--- src/rtl/execute_stage_pipelined.sv ---
// Pipelined EX stage: forwarding muxes, ALU, iterative shift-add multiplier and a
// valid/ready EX/MEM output register.
module execute_stage_pipelined #(
  parameter int DATA_W = 16,
  parameter int REG_W  = 3,
  parameter bit MUL_EN = 1'b1
) (
  input  logic              clk,
  input  logic              rst_n,
  input  logic              in_valid,
  output logic              O_ready,
  input  logic              in_flush,
  input  logic [DATA_W-1:0] in_Read_Data_1,
  input  logic [DATA_W-1:0] in_Read_Data_2,
  input  logic [DATA_W-1:0] in_Immediate,
  input  logic [3:0]        in_Function,
  input  logic              in_ALUSrc,
  input  logic [1:0]        in_ALUOp,
  input  logic [DATA_W-1:0] in_PC_plus_two,
  input  logic              in_RegDest,
  input  logic [REG_W-1:0]  in_rt,
  input  logic [REG_W-1:0]  in_rd,
  input  logic              in_RegWrite,
  input  logic [1:0]        in_FwdA,
  input  logic [1:0]        in_FwdB,
  input  logic [DATA_W-1:0] in_Fwd_MEM_Data,
  input  logic [DATA_W-1:0] in_Fwd_WB_Data,
  input  logic              in_ready,
  output logic              O_valid,
  output logic [DATA_W-1:0] O_ALUResult,
  output logic              O_Zero,
  output logic [DATA_W-1:0] O_BranchTarget,
  output logic [REG_W-1:0]  O_WriteRegister,
  output logic              O_RegWrite,
  output logic              O_Busy
);

  localparam int CNT_W = $clog2(DATA_W + 1);

  typedef enum logic {IDLE = 1'b0, MUL = 1'b1} state_e;

  state_e             state_q, state_d;
  logic [CNT_W-1:0]   cnt_q, cnt_d;
  logic [DATA_W-1:0]  mcand_q, mcand_d;
  logic [DATA_W-1:0]  mplier_q, mplier_d;
  logic [DATA_W-1:0]  prod_q, prod_d;
  logic [DATA_W-1:0]  pendTarget_q, pendTarget_d;
  logic [REG_W-1:0]   pendWreg_q, pendWreg_d;
  logic               pendRegWrite_q, pendRegWrite_d;

  logic               valid_q, valid_d;
  logic [DATA_W-1:0]  result_q, result_d;
  logic               zero_q, zero_d;
  logic [DATA_W-1:0]  target_q, target_d;
  logic [REG_W-1:0]   wreg_q, wreg_d;
  logic               regWrite_q, regWrite_d;

  logic [DATA_W-1:0]  opA, fwdB, opB, aluResult, branchTarget, stepProd, finalProd;
  logic [REG_W-1:0]   wregSel;
  logic               isMul, ready, accept, slotFree;

  always_comb begin
    unique case (in_FwdA)
      2'b01:   opA = in_Fwd_MEM_Data;
      2'b10:   opA = in_Fwd_WB_Data;
      default: opA = in_Read_Data_1;
    endcase
    unique case (in_FwdB)
      2'b01:   fwdB = in_Fwd_MEM_Data;
      2'b10:   fwdB = in_Fwd_WB_Data;
      default: fwdB = in_Read_Data_2;
    endcase
  end

  assign opB          = in_ALUSrc ? in_Immediate : fwdB;
  assign branchTarget = in_PC_plus_two + {in_Immediate[DATA_W-2:0], 1'b0};
  assign wregSel      = in_RegDest ? in_rd : in_rt;
  assign isMul        = MUL_EN && (in_ALUOp == 2'b10) && (in_Function == 4'b0111);

  always_comb begin
    aluResult = '0;
    unique case (in_ALUOp)
      2'b00: aluResult = opA + opB;
      2'b01: aluResult = opA - opB;
      2'b11: aluResult = opA | opB;
      default: begin
        unique case (in_Function)
          4'b0000: aluResult = opA + opB;
          4'b0001: aluResult = opA - opB;
          4'b0010: aluResult = opA & opB;
          4'b0011: aluResult = opA | opB;
          4'b0100: aluResult = ($signed(opA) < $signed(opB)) ? DATA_W'(1) : '0;
          4'b0101: aluResult = opA << opB[3:0];
          4'b0110: aluResult = opA >> opB[3:0];
          default: aluResult = '0;
        endcase
      end
    endcase
  end

  assign ready    = (state_q == IDLE) && (!valid_q || in_ready) && !in_flush;
  assign accept   = in_valid && ready;
  assign slotFree = !valid_q || in_ready;
  assign stepProd = prod_q + (mplier_q[0] ? mcand_q : '0);
  // The last shift-add step is folded into the load so the product lands DATA_W edges after accept.
  assign finalProd = (cnt_q == CNT_W'(1)) ? stepProd : prod_q;

  always_comb begin
    state_d        = state_q;
    cnt_d          = cnt_q;
    mcand_d        = mcand_q;
    mplier_d       = mplier_q;
    prod_d         = prod_q;
    pendTarget_d   = pendTarget_q;
    pendWreg_d     = pendWreg_q;
    pendRegWrite_d = pendRegWrite_q;
    valid_d        = valid_q;
    result_d       = result_q;
    zero_d         = zero_q;
    target_d       = target_q;
    wreg_d         = wreg_q;
    regWrite_d     = regWrite_q;

    if (in_flush) begin
      valid_d = 1'b0;
      state_d = IDLE;
      cnt_d   = '0;
    end else if (state_q == IDLE) begin
      if (valid_q && in_ready) valid_d = 1'b0;
      if (accept) begin
        if (isMul) begin
          state_d        = MUL;
          cnt_d          = CNT_W'(DATA_W);
          mcand_d        = opA;
          mplier_d       = opB;
          prod_d         = '0;
          pendTarget_d   = branchTarget;
          pendWreg_d     = wregSel;
          pendRegWrite_d = in_RegWrite;
        end else begin
          valid_d    = 1'b1;
          result_d   = aluResult;
          zero_d     = (aluResult == '0);
          target_d   = branchTarget;
          wreg_d     = wregSel;
          regWrite_d = in_RegWrite;
        end
      end
    end else begin
      if (valid_q && in_ready) valid_d = 1'b0;
      if (cnt_q != '0) begin
        prod_d   = stepProd;
        mcand_d  = mcand_q << 1;
        mplier_d = mplier_q >> 1;
        cnt_d    = cnt_q - CNT_W'(1);
      end
      if ((cnt_q <= CNT_W'(1)) && slotFree) begin
        state_d    = IDLE;
        cnt_d      = '0;
        valid_d    = 1'b1;
        result_d   = finalProd;
        zero_d     = (finalProd == '0);
        target_d   = pendTarget_q;
        wreg_d     = pendWreg_q;
        regWrite_d = pendRegWrite_q;
      end
    end
  end

  always_ff @(posedge clk or negedge rst_n) begin
    if (!rst_n) begin
      state_q        <= IDLE;
      cnt_q          <= '0;
      mcand_q        <= '0;
      mplier_q       <= '0;
      prod_q         <= '0;
      pendTarget_q   <= '0;
      pendWreg_q     <= '0;
      pendRegWrite_q <= 1'b0;
      valid_q        <= 1'b0;
      result_q       <= '0;
      zero_q         <= 1'b0;
      target_q       <= '0;
      wreg_q         <= '0;
      regWrite_q     <= 1'b0;
    end else begin
      state_q        <= state_d;
      cnt_q          <= cnt_d;
      mcand_q        <= mcand_d;
      mplier_q       <= mplier_d;
      prod_q         <= prod_d;
      pendTarget_q   <= pendTarget_d;
      pendWreg_q     <= pendWreg_d;
      pendRegWrite_q <= pendRegWrite_d;
      valid_q        <= valid_d;
      result_q       <= result_d;
      zero_q         <= zero_d;
      target_q       <= target_d;
      wreg_q         <= wreg_d;
      regWrite_q     <= regWrite_d;
    end
  end

  assign O_ready         = ready;
  assign O_valid         = valid_q;
  assign O_ALUResult     = result_q;
  assign O_Zero          = zero_q;
  assign O_BranchTarget  = target_q;
  assign O_WriteRegister = wreg_q;
  assign O_RegWrite      = regWrite_q;
  assign O_Busy          = (state_q == MUL);

endmodule

--- config.mk ---
export PLATFORM = sky130hd
export DESIGN_NAME = execute_stage_pipelined
export DESIGN_NICKNAME = d
export VERILOG_FILES = /design/src/rtl/execute_stage_pipelined.sv
export SDC_FILE = /design/constraint.sdc
export NUM_CORES = 1
export LEC_CHECK = 0
export CAP_MARGIN = 0
export CORE_MARGIN = 4
export CORE_UTILIZATION = 40
export CTS_BUF_LIST = sky130_fd_sc_hd__clkbuf_16
export CTS_CLUSTER_SIZE = 20
export DETAILED_ROUTE_END_ITERATION = 16
export GPL_TIMING_DRIVEN = 0
export PLACE_DENSITY = 0.67
export SYNTH_ARGS = -nofsm -noshare
export SYNTH_HDL_FRONTEND = slang
export SYNTH_SLANG_ARGS = --single-unit
--- constraint.sdc ---
create_clock -name clk -period 3.5 [get_ports clk]
set_input_delay 0.525 -clock clk [delete_from_list [all_inputs] [get_ports clk]]
set_output_delay 0.525 -clock clk [all_outputs]
set_load 0.005 [all_outputs]
After elaboration in Yosys (flattened, before gate mapping)
Index checks and enable logic that the tools add are counted.
{"block": "op_classes", "add_sub_neg": 5, "n_lt_le_gt_ge": 2, "eq_ne": 19, "n_shift": 2, "mux": 58, "bitwise_logic": 4, "reduce_logical": 22}
{"op": "16-bit two-way mux", "count": 23}
{"op": "16-bit case mux with 7 select lines", "count": 1}
{"op": "16-bit case mux with 2 select lines", "count": 2}
{"op": "16-bit adder", "count": 3}
{"op": "16-bit case mux with 3 select lines", "count": 1}
{"op": "16-bit zero test", "count": 2}
{"op": "5-bit two-way mux", "count": 6}
{"op": "1-bit two-way mux", "count": 20}
{"op": "16-bit AND", "count": 1}
{"op": "4-bit by 3-bit equality test with 1-bit output (second input constant)", "count": 4}
{"op": "16-bit < comparator", "count": 1}
{"op": "16-bit OR", "count": 1}
{"op": "16-bit by 4-bit << shifter with 16-bit output", "count": 1}
{"op": "16-bit by 4-bit right shift with 16-bit output", "count": 1}
{"op": "16-bit subtractor", "count": 1}
{"op": "3-bit two-way mux", "count": 5}
{"op": "4-bit AND reduction", "count": 3}
{"op": "2-bit equality test (second input constant)", "count": 4}
{"op": "4-bit by 2-bit equality test with 1-bit output (second input constant)", "count": 2}
{"op": "2-bit by 1-bit equality test with 1-bit output (second input constant)", "count": 3}
{"op": "1-bit logical AND", "count": 6}
{"op": "3-bit nonzero test", "count": 2}
{"op": "5-bit by 1-bit equality test with 1-bit output (second input constant)", "count": 1}
{"op": "5-bit by 1-bit less-or-equal comparator with 1-bit output (second input constant)", "count": 1}
{"op": "other kinds (13)", "count": 17}
{"block": "totals", "ff_bits": 112, "in_bits": 120, "output_inout_bits": 40, "elab_cells": 126}

Longest topological paths before layout
{"block": "logic_depth", "ltp_word": 11, "mapped_depth": 23, "ltp_nobuf": 20}

Least setup slack after synthesis
OpenSTA, ideal clock, no wires.
{"block": "synth_timing", "path_type": "input-to-reg", "start": "in in_FwdB[0]", "end": "reg zero_q, in the netlist O_Zero", "setup_time_ns": 0.065, "t_arrival_ns": 5.744, "required_time_ns": 3.435, "setup_slack_ns": -2.309, "cell_stages": 21, "n_path_buf": 5, "cell_sequence": "inv_1 ha_1 buf_2 nor2b_1 o31a_2 clkbuf_1 buf_2 buf_2 buf_1 fa_1 a211o_1 a2111oi_0 o22ai_1 o21ai_1 mux2i_1 nor4b_1 o221ai_1 a211o_1 or4_1 nor4b_1 or2_1"}
{"block": "synth_via", "elab_chain_cells": 11, "elab_cells_between_ends": 18, "classes_between": "add/sub: 2; order compare: 1; eq/ne: 2; shift: 2; mux: 8; bitwise: 2; reduce/logical: 1"}
{"item": "start, declared", "line": "25", "rtl": "input logic [1:0] in_FwdB,"}
{"item": "2-bit equality test or 2-bit by 1-bit equality test with 1-bit output (tied branches)", "line": "68", "rtl": "unique case (in_FwdB)"}
{"item": "16-bit case mux with 2 select lines *", "line": "68"}
{"item": "16-bit two-way mux *", "line": "75", "rtl": "assign opB = in_ALUSrc ? in_Immediate : fwdB;"}
{"item": "16-bit < comparator", "line": "92", "rtl": "4'b0100: aluResult = ($signed(opA) < $signed(opB)) ? DATA_W'(1) : '0;"}
{"item": "1-bit two-way mux", "line": "92"}
{"item": "16-bit case mux with 7 select lines", "line": "87", "rtl": "unique case (in_Function)"}
{"item": "16-bit case mux with 3 select lines *", "line": "82", "rtl": "unique case (in_ALUOp)"}
{"item": "16-bit zero test *", "line": "143", "rtl": "zero_d = (aluResult == '0);"}
{"item": "1-bit two-way mux *", "line": "131", "rtl": "if (isMul) begin"}
{"item": "1-bit two-way mux *", "line": "130", "rtl": "if (accept) begin"}
{"item": "1-bit two-way mux *", "line": "128", "rtl": "end else if (state_q == IDLE) begin"}
{"item": "end signal, assigned", "line": "197", "rtl": "zero_q <= zero_d;"}
{"item": "end, declared", "line": "53", "rtl": "logic zero_q, zero_d;"}
Every way passes the cells marked *; elsewhere a longest branch is shown, timed or not. The select of a mux whose other input is x is not followed.
A chain may end at the register's enable or synchronous reset.

Final worst setup path
{"block": "layout_timing", "start": "in in_FwdB[1]", "end": "reg zero_q, in the netlist O_Zero"}
Same word-level chain as after synthesis.

==> impl_metrics.toml <==
[global_routing]
antenna_found_initial = 0
grt_max_degree = 100
grt_pass1_wl_mm = 73.9
grt_pass1_vias = 12500
grtUsageTotal_pct = 30.2
grt_remaining_overflow = 0

[synthesis]
synth_area_per_cell_um2 = 7.56
ys_warn_count = 0
ys_async_sr_fraction_pct = 100
synthesis.nets = 1747
postSynthCellCount = 1531
synth_ff_type = "dfrtp_1"
synth_top_area_share_pct = 24.2
syn_area_um2 = 11600
synth.distinct_cells = 80
synth.area.top_cells = "dfrtp_1 24%, ha_1 9.9%, mux2i_1 6.6%"
ys_ff_latch = 112
yosysSeqAreaShare_pct = 24.2
synth_edf_count = 0
synth_top_area_cell = "dfrtp_1"

[drt]
viasPerCell = 6.13
via_count = 13100
wl_per_cell_um = 23.2
ant_nets = 0
drt_first_iter_violations = 1426
routed_wirelength_mm = 49.7
drc = 0
drt_pass1_iterations = 5

[setup_path]
regToRegEndpoint = "O_Zero"
end_kind = "register"
r2r_setup_slack_ns = -0.13
ff2ff_path_depth = 11
crit_arrival_ns = 5.42
cp_max_fo = 4
worst_setup_path_start_kind = "input pin"
rr_startpoint = "cnt_q[3]"
cp_data_required_time_ns = 3.80
path_class = "input pin to register"

[hold_path]
hold_path_end = "pendTarget_q[14]"
hold_path_startpoint = "pendTarget_q[14]"
whs_path_depth = 2
hold_path.class = "register to register"

[sta]
rsz0062_at_grt = "true"
relSlewSlack_pct = 16.1
drv_slew = 0
worstMarginPinSlew_ns = 1.25
setup_viol = 17
worst_clock_skew_ns = 0.0232
fin_crit_sh_pct = 146
fmax_ghz = 0.195
hold_viol_final = 0
fin_crit_ns = 5.12
fin_setup_tns_ns = -10.56
setup_slack_ns = -1.62

[clock_network]
clock_sinks = 112
htree_levels = 3
cts-buffers-inserted = 9
cts.clk_slew.worst_paths_ns = 0.09
clock_path_buffers = 2
tritoncts = "built"
worstSkewPairLatency_ns = 0.38
clockRootBuffer = "clkbuf_16"

[floorplan]
fp.dieH_um = 178
core_um2 = 28600
num_io_pins = 160
rows = 62
dieArea_um2 = 31700
die_x_um = 178
initial_core_util_pct = 40.4

[place]
dp_hpwl_mm = 37.7
pre_cts_slack_ns = -3.47
gp_congestion = 1.07
portBuffers = 154
postPlaceCellArea_um2 = 13900

[finish]
post-route-util_pct = 54.9
fin_nets = 1970
diodes = 0
final_area_um2 = 15700
drive_above_1_share_pct = 16.4
syn_to_final_growth_pct = 35.9

[power_and_ir_drop]
ir_drop_uv = 232
switching_share_pct = 41.8
p_seq_share_pct = 27.2
p_clk_share_pct = 19.6
powerDensity_nw_per_um2 = 364
combPwrFrac_pct = 53.2
p_int_w = 0.00333
p_leak_nw = 6.76
net-switching-power_w = 0.00239
totalPowerFinal_w = 0.00572

[status]
outcome = "finished with violations"
violations = "setup timing"

[flow_run]
maxCapViolCount = 0
## timing repair
item                                    CTS  global route
setup buffers                            54            16
endpoints found under the hold margin    13             0
endpoints found under the setup margin   17            22
cloned                                    1             0
hold buffers                              1             0
pin swaps                                48            40
gates resized for setup                 184            69
## metrics by stage
| stage | instances | hold WS (ns) |
|---|---|---|
| after floorplan | 1531 | 0.229 |
| after global placement | 2069 | 0.449 |
| after detailed placement | 2070 | 0.360 |
| after CTS | 2136 | 0.474 |
| after global routing | 2143 | 0.492 |
| final | 2143 | 0.472 |
## critical path, cell delays in order
cell	delay (ns)
buf_6	0.10
ha_4	0.25
buf_6	0.13
nor2b_4	0.11
o31a_2	0.36
clkbuf_16	0.16
buf_12	0.11
buf_8	0.11
buf_12	0.12
fa_2	0.38
a211o_4	0.39
a2111oi_4	0.35
o22ai_2	0.17
o21ai_2	0.20
mux2i_1	0.25
nor4b_4	0.26
o221ai_2	0.19
a211o_1	0.34
or4_4	0.53
nor4b_4	0.24
or2_1	0.13
## worst max path at each step
stage                         to  depth (start not counted)  startpoint
final                     O_Zero                         21  in_FwdB[1]
after global routing      O_Zero                         23  in_FwdB[0]
after CTS                 O_Zero                         24  in_FwdB[0]
after detailed placement  O_Zero                         21  in_FwdA[0]
after global placement    O_Zero                         21  in_FwdB[0]
after floorplan           O_Zero                         21  in_FwdB[0]
## area by class of cell
type                       count  area (um2)
timing repair buffer         219        2090
buffer                        93         652
clock inverter                 7        97.6
fill                        2693       12900
sequential                   112        2800
clock buffer                   9         225
multi-input combinational   1253        9090
tap                          384         480
inverter                      66         278
## synthesized netlist by cell type (21+ instances only)
| library cell | number |
|---|---|
| o211ai_1 | 22 |
| nand3_1 | 24 |
| dfrtp_1 | 112 |
| xnor2_1 | 27 |
| a22oi_1 | 29 |
| nand2_1 | 191 |
| o21ai_0 | 139 |
| mux2i_1 | 76 |
| clkbuf_1 | 71 |
| nand2b_1 | 21 |
| a211oi_1 | 28 |
| a21oi_1 | 118 |
| nor3_1 | 25 |
| ha_1 | 92 |
| inv_1 | 62 |
| nor2_1 | 158 |
## layer usage
metal	part of all wire (%)	GRT usage, %	wire length, um	vias up
met3	7.7	4.28	3840	141
li1	-	-	-	5985
met4	5.0	13.0	2500	0
met1	42	41.1	21000	6336
met2	45	47.9	22300	681
met5	0	0	0	-
## cells in the final DEF, fill, tap and decap left out, drive strengths merged, types with 9 or more instances in the layout
cell type      instances
o21ai                155
a22o                  14
a21oi                118
o31ai                  9
dfrtp                112
nor2                 158
nand2                191
nor2b                 18
clkbuf                74
nand3                 24
nand2b                21
a211oi                28
inv                   67
buf                   95
and2                  19
o211ai                22
o21a                  12
nor4                  10
xor2                  17
mux2i                 76
a31oi                 16
or2                   10
nor3                  25
a22oi                 29
a21o                  12
ha                    92
o22ai                 13
mux2                  10
clkdlybuf4s50        147
xnor2                 27
## logic make-up after synthesis
kind of cell               Yosys count  synth area share (%)
AOI/OAI and AO/OA                  516                  28.7
and+or+nand+nor                    511                  19.8
buffers and inverters              166                  5.72
DFF                                112                  24.2
adders and majority gates           96                  10.6
muxes                               86                  7.55
xor gates and xnor gates            44                  3.33
## registers in the layout (all words and copies together) (netlist names)
register	cells
O_ALUResult	16
O_BranchTarget	16
mcand_q	16
mplier_q	16
pendTarget_q	16
prod_q	16
cnt_q	5
O_WriteRegister	3
pendWreg_q	3
O_Busy	1
O_RegWrite	1
O_Zero	1
O_valid	1
pendRegWrite_q	1
## power groups by stage
stage / logic [W] / clock network [W] / registers (W)
2_1_floorplan: 0.00148 / 0 / 0.00157
3_3_place_gp: 0.00241 / 0 / 0.00158
3_5_place_dp: 0.00244 / 0 / 0.00158
4_1_cts: 0.00282 / 0.00113 / 0.00156
5_1_grt: 0.00323 / 0.00119 / 0.00157
6_report: 0.00304 / 0.00112 / 0.00156
Note: power is estimated with default switching activity, not from simulation.
==> variant (config.mk and constraints unchanged) <==
Set the parameter `REG_W` to 6 (it was 3).
--- a/src/rtl/execute_stage_pipelined.sv
+++ b/src/rtl/execute_stage_pipelined.sv
@@ -2,7 +2,7 @@
 // valid/ready EX/MEM output register.
 module execute_stage_pipelined #(
   parameter int DATA_W = 16,
-  parameter int REG_W  = 3,
+  parameter int REG_W  = 6,
   parameter bit MUL_EN = 1'b1
 ) (
   input  logic              clk,
Ports: changed (resized O_WriteRegister, in_rd and in_rt); port bits go from 160 to 169. No check against the original RTL was run, so the function may have changed too.
==> variant against the original RTL <==
The flow still finishes with violations (negative setup slack); final area increased by 8.1%; total power up 22%; wire length grew 9.7%; utilization is 3.8 points higher; combinational power rose by 11%; register-to-register slack better by 0.07 ns; setup slack better by 0.76 ns; area after synthesis is 1.9% higher; sequential cell count rose by 6; critical path type unchanged; critical endpoint unchanged; largest power group unchanged; highest routed layer is now met5.
==> variant: results (changes against the original RTL) <==
outcome:
  status: "complete, but fails checks"
  violations: "negative setup slack"
yosys:
  yosys_warnings: 0  # unchanged
  synth_area_leaders: "dfrtp_1 (25%), ha_1 (9.8%), mux2i_1 (6.8%)"
  yosys-top-cells-count: "nand2_1 (203), nor2_1 (135), o21ai_0 (131)"
  syn_nets: 1765  # +1.0%
  seq_area_frac_synth: 0.2503  # +0.008156
  synthArstFlopShare: 1.000  # unchanged
placed_design:
  hpwl_um: 39850  # +5.7%
  gp_congestion: 1.089  # +1.9%
  port_buffers: 166  # +7.8%
  placed_cell_area_mm2: 0.01427  # +2.6%
setup_path:
  crit_start: "in_FwdA[1]"
  timing.rr.end: "O_ALUResult[14]$_DFFE_PN0P_"
  reg2reg_slack_ns: -0.06  # +0.07 ns
  reg2reg_depth: 14  # +3
  slowest_stage: "o21ai_2"
  timing.rr.start: "mplier_q[0]$_DFFE_PN0P_"
  crit_path_max_incr_delay_ns: 0.64  # +0.11 ns
  cp_max_fo: 10  # +6
global_route:
  grt_start_max_net_pins: 95  # -5.0%
  grt_pass1_vias: 13225  # +5.9%
  grt_pass1_wl_um: 80740  # +9.2%
  grtUsageTotal: 0.3156  # +0.01384
  antenna_found_initial: 1  # +1
timing:
  drv_slew: 0  # unchanged
  setup_ws_ns: -0.8586  # +0.7629 ns
  fin_skew_ns: 0.01031  # -0.01285 ns
  tightest_slew_ns: 1.031  # -0.2162 ns
  setup_viol_count_final: 15  # -2
detailed_routing:
  vias: 13789  # +4.9%
  dr.first_iter.drc_count: 1629  # +14%
  wire_per_inst_um: 24.66  # +6.4%
  drtPass1Iterations: 7  # +2
min_path:
  min_path_type: "in2reg"
  hold_start: "in_flush"
  worstHoldEndpoint: "cnt_q[0]$_DFFE_PN0P_"
clocking:
  clk_pin_slew_ns: 0.06  # -0.03 ns
  cts_buffers: 17  # +8
  insertion_delay_ns: 0.42  # +0.04 ns
  cts_buffer_depth: 2  # unchanged
  h-tree-depth: 4  # +1
power_and_ir_drop:
  ir_drop_mv: 0.2762  # +19%
  power_leakage_uw: 0.007354  # +8.7%
finish:
  drive_gt1_frac: 0.2038  # +0.03954
  fin_nets: 2034  # +3.2%
-- variant: area by class of cell --
class | count | area (um2)
Tap cell | 384 | 480.5
Buffer | 89 | 664.4
Sequential cell | 118 | 2953
Timing Repair Buffer | 261 | 2514
Fill cell | 2514 | 11950
Clock inverter | 15 | 202.7
Multi-Input combinational cell | 1258 | 9467
Clock buffer | 17 | 425.4
Inverter | 67 | 284.0
-- variant: layer usage --
| layer | global-route usage | vias up | wire length, um |
|---|---|---|---|
| met4 | 0.1378 | 2 | 2957 |
| met2 | 0.4804 | 806 | 23450 |
| li1 | - | 6146 | - |
| met1 | 0.4309 | 6667 | 22720 |
| met5 | 0 | - | 13 |
| met3 | 0.07134 | 168 | 5339 |
-- variant: what timing repair did --
action / in CTS / in global routing
resized for setup: 231 / 134
setup endpoints to repair: 17 / 18
endpoints found under the hold margin: 24 / 0
hold buffers: 1 / 0
pin swaps: 68 / 72
buffers inserted: 66 / 30
cloned: 1 / 1
-- variant: where the power goes --
part           internal [uW]  switching [uW]  leakage [uW]
clock network           1200             699      0.000296
logic                   1510            1870       0.00550
registers               1570             137       0.00156
total                   4270            2710       0.00735
-- variant: worst max path at each step --
| stage | end | slack, ns | cells past startpoint |
|---|---|---|---|
| 3_3_place_gp | pendTarget_q[10]$_DFFE_PN0P_ | -2.81 | 1 |
| 5_1_grt | O_Zero$_DFFE_PN0P_ | -0.91 | 22 |
| 2_1_floorplan | O_Zero$_DFFE_PN0P_ | -0.63 | 19 |
| 3_5_place_dp | O_Zero$_DFFE_PN0P_ | -2.75 | 23 |
| 6_report | O_Zero$_DFFE_PN0P_ | -0.86 | 19 |
| 4_1_cts | O_Zero$_DFFE_PN0P_ | -0.85 | 23 |
-- variant: through the flow --
step	TNS, ns	worst slack (ns)	hold WS, ns	instances
after floorplan	-3.954	-0.6265	0.2294	1543
after global placement	-362.83	-2.808	0.4553	2093
after detailed placement	-33.60	-2.750	0.4041	2094
after CTS	-6.391	-0.8537	0.4312	2185
after global routing	-7.980	-0.9095	0.4599	2209
final	-6.801	-0.8586	0.4433	2209
-- variant: cells by family after synthesis --
family | count (synthesis) | synth area share
DFF | 118 | 0.2503
and+or+nand+nor | 514 | 0.1955
adders and majority gates | 96 | 0.1044
xor gates and xnor gates | 49 | 0.03638
muxes | 92 | 0.08030
buffers and inverters | 167 | 0.05537
AOI/OAI and AO/OA | 507 | 0.2777
